--- config.mk ---
export PLATFORM = sky130hd
export DESIGN_NAME = popcount20_neuron_sched
export DESIGN_NICKNAME = d
export VERILOG_FILES = /design/src/rtl/popcount20_sched_pkg.sv /design/src/rtl/popcount20_sat_acc.sv /design/src/rtl/popcount20_neuron_sched.sv
export SDC_FILE = /design/constraint.sdc
export NUM_CORES = 1
export LEC_CHECK = 0
export ABC_CLOCK_PERIOD_IN_PS = 6100
export CAP_MARGIN = 40
export CORE_MARGIN = 5
export CORE_UTILIZATION = 35
export CTS_CLUSTER_DIAMETER = 150
export DETAILED_ROUTE_END_ITERATION = 8
export PLACE_DENSITY_LB_ADDON = 0.15
export SETUP_SLACK_MARGIN = 0.05
export SLEW_MARGIN = 0
export SYNTH_ARGS = -nofsm -noshare
export SYNTH_HDL_FRONTEND = slang
export SYNTH_HIERARCHICAL = 1
export SYNTH_SLANG_ARGS = --single-unit
--- constraint.sdc ---
create_clock -name clk -period 6.1 [get_ports clk]
set_input_delay 1.22 -clock clk [delete_from_list [all_inputs] [get_ports clk]]
set_output_delay 1.22 -clock clk [all_outputs]
set_load 0.03 [all_outputs]
--- src/rtl/popcount20_sched_pkg.sv ---
// Shared types, widths and the clamping adder for the popcount20 neuron sequencer.
// Imported by the accumulator and the top-level sequencer.
package popcount20_sched_pkg;

    localparam int CHUNK_W = 20;
    localparam int PC_W    = 5;
    localparam int CNT_W   = 4;

    typedef enum logic [2:0] {
        ST_IDLE = 3'd0,
        ST_LOAD = 3'd1,
        ST_POS  = 3'd2,
        ST_NEG  = 3'd3,
        ST_DONE = 3'd4
    } state_t;

    // Adds two values and clamps the result to the signed range of a w-bit word.
    function automatic logic signed [31:0] sat_add(
        input logic signed [31:0] a,
        input logic signed [31:0] b,
        input int                 w
    );
        logic signed [31:0] hi;
        logic signed [31:0] lo;
        logic signed [31:0] s;
        hi = (32'sd1 <<< (w - 1)) - 32'sd1;
        lo = -hi - 32'sd1;
        s  = a + b;
        if (s > hi) begin
            sat_add = hi;
        end else if (s < lo) begin
            sat_add = lo;
        end else begin
            sat_add = s;
        end
    endfunction

endpackage

--- src/rtl/popcount20_sat_acc.sv ---
// Signed saturating accumulator: clear, add or subtract a popcount each cycle.
// acc_next exposes the value the register takes at the coming edge.
module popcount20_sat_acc
    import popcount20_sched_pkg::*;
#(
    parameter int ACC_W = 8
) (
    input  logic                    clk,
    input  logic                    rst,
    input  logic                    clr,
    input  logic                    add,
    input  logic                    sub,
    input  logic [PC_W-1:0]         val,
    output logic signed [ACC_W-1:0] acc_next
);

    logic signed [ACC_W-1:0] acc;
    logic signed [31:0]      delta;
    logic signed [31:0]      sum_wide;

    // Select the signed increment and clamp the updated sum.
    always_comb begin
        delta    = 32'sd0;
        sum_wide = 32'sd0;
        if (add) begin
            delta = $signed({27'd0, val});
        end else if (sub) begin
            delta = -$signed({27'd0, val});
        end else begin
            delta = 32'sd0;
        end
        sum_wide = sat_add(32'(acc), delta, ACC_W);
        if (clr) begin
            acc_next = '0;
        end else begin
            acc_next = sum_wide[ACC_W-1:0];
        end
    end

    // Accumulator register.
    always_ff @(posedge clk) begin
        if (rst) begin
            acc <= '0;
        end else begin
            acc <= acc_next;
        end
    end

endmodule

--- src/rtl/popcount20_neuron_sched.sv ---
// Ternary-neuron sequencer: streams pos/neg chunk masks through an external
// popcount20 unit and reports a saturated signed sum plus a threshold-fire bit.
module popcount20_neuron_sched
    import popcount20_sched_pkg::*;
#(
    parameter int CHUNKS = 4,
    parameter int ACC_W  = 8
) (
    input  logic                    clk,
    input  logic                    rst,
    input  logic                    start,
    input  logic signed [ACC_W-1:0] thr,
    output logic                    busy,
    input  logic                    in_valid,
    output logic                    in_ready,
    input  logic [CHUNK_W-1:0]      in_pos,
    input  logic [CHUNK_W-1:0]      in_neg,
    output logic [CHUNK_W-1:0]      pc_in,
    input  logic [PC_W-1:0]         pc_out,
    output logic                    out_valid,
    input  logic                    out_ready,
    output logic signed [ACC_W-1:0] out_sum,
    output logic                    out_fire
);

    localparam logic [CNT_W-1:0] LAST_CHUNK = CNT_W'(CHUNKS - 1);

    state_t                  state;
    logic [CNT_W-1:0]        cnt;
    logic [CHUNK_W-1:0]      neg_r;
    logic signed [ACC_W-1:0] thr_r;
    logic signed [ACC_W-1:0] acc_next;
    logic                    acc_clr;
    logic                    acc_add;
    logic                    acc_sub;

    // Accumulator controls follow the current state; pc_out is used as-is.
    always_comb begin
        acc_clr = 1'b0;
        acc_add = 1'b0;
        acc_sub = 1'b0;
        case (state)
            ST_IDLE: acc_clr = start;
            ST_POS:  acc_add = 1'b1;
            ST_NEG:  acc_sub = 1'b1;
            default: begin
                acc_clr = 1'b0;
                acc_add = 1'b0;
                acc_sub = 1'b0;
            end
        endcase
    end

    popcount20_sat_acc #(
        .ACC_W (ACC_W)
    ) u_acc (
        .clk      (clk),
        .rst      (rst),
        .clr      (acc_clr),
        .add      (acc_add),
        .sub      (acc_sub),
        .val      (pc_out),
        .acc_next (acc_next)
    );

    // Sequencer FSM; every output is a register set on the transition into its state.
    always_ff @(posedge clk) begin
        if (rst) begin
            state     <= ST_IDLE;
            cnt       <= '0;
            neg_r     <= '0;
            thr_r     <= '0;
            busy      <= 1'b0;
            in_ready  <= 1'b0;
            out_valid <= 1'b0;
            out_sum   <= '0;
            out_fire  <= 1'b0;
            pc_in     <= '0;
        end else begin
            case (state)
                ST_IDLE: begin
                    if (start) begin
                        thr_r    <= thr;
                        cnt      <= '0;
                        busy     <= 1'b1;
                        in_ready <= 1'b1;
                        state    <= ST_LOAD;
                    end
                end
                ST_LOAD: begin
                    if (in_valid) begin
                        pc_in    <= in_pos;
                        neg_r    <= in_neg;
                        in_ready <= 1'b0;
                        state    <= ST_POS;
                    end
                end
                ST_POS: begin
                    pc_in <= neg_r;
                    state <= ST_NEG;
                end
                ST_NEG: begin
                    pc_in <= '0;
                    cnt   <= cnt + 4'd1;
                    // Final sum is captured from the update happening in this same cycle.
                    if (cnt == LAST_CHUNK) begin
                        out_valid <= 1'b1;
                        out_sum   <= acc_next;
                        out_fire  <= (acc_next >= thr_r);
                        state     <= ST_DONE;
                    end else begin
                        in_ready <= 1'b1;
                        state    <= ST_LOAD;
                    end
                end
                ST_DONE: begin
                    if (out_ready) begin
                        out_valid <= 1'b0;
                        busy      <= 1'b0;
                        state     <= ST_IDLE;
                    end
                end
                default: begin
                    busy      <= 1'b0;
                    in_ready  <= 1'b0;
                    out_valid <= 1'b0;
                    pc_in     <= '0;
                    state     <= ST_IDLE;
                end
            endcase
        end
    end

endmodule
==> reports/qor.yml <==
crit_arrival_ps: 5870
fin_ws_ps: 466.4
vias: 3983
fin_setup_tns_ps: 0
final_layout_size_suffix_gt1_frac: 0.1523
grt_pass1_wl_mm: 19.71
overflow: 0
diodes: 0
gp_congestion: 0.7819
cts_tree: "yes"
fmax_mhz: 177.5
synth_area_mm2: 0.004489
worst-path-max-fanout: 8
ys_ff_latch: 75
ant_nets: 0
die_w_um: 123.3
finalPower_mw: 1.454
status: "finished, final reports clean"
drt-wirelength-per-cell_um: 15.07
critPathKind: "input pin to flip-flop"
relSlewSlack: 0.4761
endpoint: "out_fire$_SDFFE_PP0P_"
synth_nets: 607
setup_violations: 0
grt_pass1_vias: 3997
final_cell_mix: "nand2_1, clkdlybuf4s50_1, dfxtp_1"
synth-edff-count: 0
hold_path.class: "flip-flop to flip-flop"
r2r-end: "out_fire$_SDFFE_PP0P_"
vdd.ir_drop.worst_mv: 0.1360
rr_worst_depth: 18
cp_common_cell: "ha_1"
avgSynthCellArea_um2: 8.502
yosys.cell_types.count: 69
num-fill-cells: 1289
design_area_mm2: 0.005708
fp.coreArea_mm2: 0.01262
yosysSeqAreaShare: 0.3344
drc: 0
r2r_slack_ps: 970
clockBufferDepth: 2
rows: 41
rsz0062_at_grt: "no"
initial_utilization: 0.3557
cp_slowest_cell: "o41ai_4"
cts-hold-fix-buffers: 0
syn2layout_area_growth_pct: 27.15
dieHeight_um: 123.3
synthCells: 528
dieArea_mm2: 0.01519
crit_path_cell_trace: "clkdlybuf4s50_1, inv_1, ha_1, nor3b_1, ha_1, inv_1, o21ai_0, ha_1, o21a_1, o31a_1, or4_4, a21oi_2, a211oi_4, o41ai_4, o22ai_1, ha_1, nor2b_1, o2111ai_1, a31o_2, a211oi_1"
clk-insertion-delay-late_ps: 330
nNetsFinal: 678
pin_count: 90
track_usage: 0.1614
drt_first_pass_iters: 4
fin_crit_sh: 0.9235
antenna_found_initial: 0
r2r_start: "state[2]$_SDFFE_PP0P_"
critPathLaunchType: "input pin"
worstMarginPinSlew_ps: 783.9
final_hold_viol_count: 0
clk_pin_slew_ps: 60
hpwl_mm: 8.423
vias_per_cell: 5.133
report.final.slew_viol_count: 0
final_common_cell: "nand2_1"
routed_wl_mm: 11.69
first_iter_violations: 153
cap_violations: 0
skew_ps: 7.043
synthFlopType: "dfxtp_1"
cts_buffers: 9
crit_start: "pc_out[0]"
yosysWarnings: 6
cts_root_buf: "clkbuf_16"
slowest_delay_ps: 600
placed_area_mm2: 0.005413
powerDensity_mw_per_mm2: 254.8
cts_resized: 0
io_buffers: 89
clock_sinks: 75
fin_crit_ps: 5634
end_kind: "flip-flop"
p_leak_nw: 2.047
place_ws_ps: 150.2
async_flop_share: 0
postCtsSetupBuffers: 0
grt_max_degree: 41
cts-htree-levels: 3
cp.required_ps: 6340
==> metal layers <==
layer,wire length [um],vias to the layer above,GRT usage,part of all wire
met5,0,-,0,0
met4,164,0,0.05121,0.014
met3,709,17,0.04620,0.061
met2,5395,93,0.2528,0.46
met1,5421,1859,0.2146,0.46
li1,-,2014,-,-
==> registers in the layout (all words and copies together) (netlist names), 3 cells and up <==
signal and cells:
cnt 4, neg_r 20, state 3, u_acc/acc 8, out_sum 8, thr_r 8, pc_in 20
==> how the worst min path moves through the flow <==
stage               slack (ps)                     from                      end  depth (start not counted)
floorplan                  430      cnt[3]$_SDFFE_PP0P_      cnt[3]$_SDFFE_PP0P_                          1
global placement           440   out_valid$_SDFFE_PP0P_   out_valid$_SDFFE_PP0P_                          2
detailed placement         440   out_valid$_SDFFE_PP0P_   out_valid$_SDFFE_PP0P_                          2
CTS                        460   out_valid$_SDFFE_PP0P_   out_valid$_SDFFE_PP0P_                          2
global route               480  out_sum[6]$_SDFFE_PP0P_  out_sum[6]$_SDFFE_PP0P_                          2
finish                     450   out_valid$_SDFFE_PP0P_   out_valid$_SDFFE_PP0P_                          2
==> cell usage after synthesis (2+ instances only) <==
library cell | instances | area, um2
inv_1 | 24 | 90.09
a21oi_1 | 35 | 175.2
and3_1 | 3 | 18.77
nor3_1 | 6 | 30.03
o21a_1 | 2 | 15.01
nand3_1 | 2 | 10.01
o211ai_1 | 2 | 15.01
nor3b_1 | 2 | 15.01
o32ai_1 | 2 | 17.52
nand2b_4 | 2 | 27.53
a21boi_0 | 2 | 15.01
nor2b_1 | 7 | 43.79
a21o_1 | 6 | 45.04
o22ai_2 | 2 | 25.02
nand2_1 | 90 | 337.8
buf_6 | 8 | 90.09
and2_1 | 2 | 12.51
clkbuf_1 | 13 | 48.80
or3b_1 | 2 | 17.52
a22oi_2 | 18 | 225.2
mux2i_1 | 3 | 30.03
a211oi_2 | 6 | 75.07
buf_2 | 7 | 35.03
a21oi_2 | 21 | 183.9
a31oi_1 | 3 | 18.77
a211oi_4 | 2 | 40.04
dfxtp_1 | 75 | 1501
nand2b_1 | 11 | 68.82
buf_4 | 4 | 30.03
o31ai_1 | 4 | 30.03
a22oi_1 | 4 | 30.03
or2_2 | 3 | 18.77
buf_1 | 3 | 11.26
o21ai_0 | 12 | 60.06
nand3b_1 | 2 | 15.01
nor2_1 | 45 | 168.9
nand4_1 | 4 | 25.02
xnor2_1 | 6 | 52.55
a211oi_1 | 21 | 157.7
o211a_1 | 2 | 20.02
ha_1 | 20 | 250.2
o22ai_1 | 11 | 68.82
o2111ai_1 | 3 | 26.28
==> final cells by class <==
cell class                      instances  area (um2)  share of cell area
Multi-Input combinational cell        391        2655              0.4651
Sequential cell                        75        1501              0.2630
Timing Repair Buffer                   96       938.4              0.1644
Clock buffer                           12       246.5             0.04318
Tap cell                              172       215.2             0.03770
Inverter                               26       102.6             0.01797
Clock inverter                          4       48.80            0.008549
==> power by group <==
group	switching (mW)	internal (mW)	total (mW)	leakage [nW]
combinational	0.206	0.170	0.376	1.29
clock	0.201	0.328	0.529	0.147
sequential	0.0243	0.525	0.549	0.611
total	0.432	1.02	1.45	2.05
==> critical path, delay by kind of cell <==
kind                     cells  cell delay, ps
buffers and inverters        3             610
AND/OR/NAND/NOR              3             860
AO/OA/AOI/OAI               10            2040
adder cells (fa/ha/maj)      4            1120
==> kinds of logic after synthesis <==
kind of cell             after synthesis  synth area share
AO/OA/AOI/OAI                        169            0.3060
XOR/XNOR                               6           0.01171
adder cells (fa/ha/maj)               21           0.06020
buffers and inverters                 62           0.07414
flip-flops                            75            0.3344
multiplexers                           4          0.009197
AND/OR/NAND/NOR                      191            0.2043
==> per-stage QoR <==
step | hold slack (ps) | cells | utilization
2_1_floorplan | 431.3 | 528 | -
3_3_place_gp | 442.5 | 760 | 0.4289
3_5_place_dp | 444.5 | 760 | 0.4289
4_1_cts | 456.6 | 776 | 0.4523
5_1_grt | 480.4 | 776 | 0.4523
6_report | 451.0 | 776 | 0.4523
(Power assumes the default switching activity.)
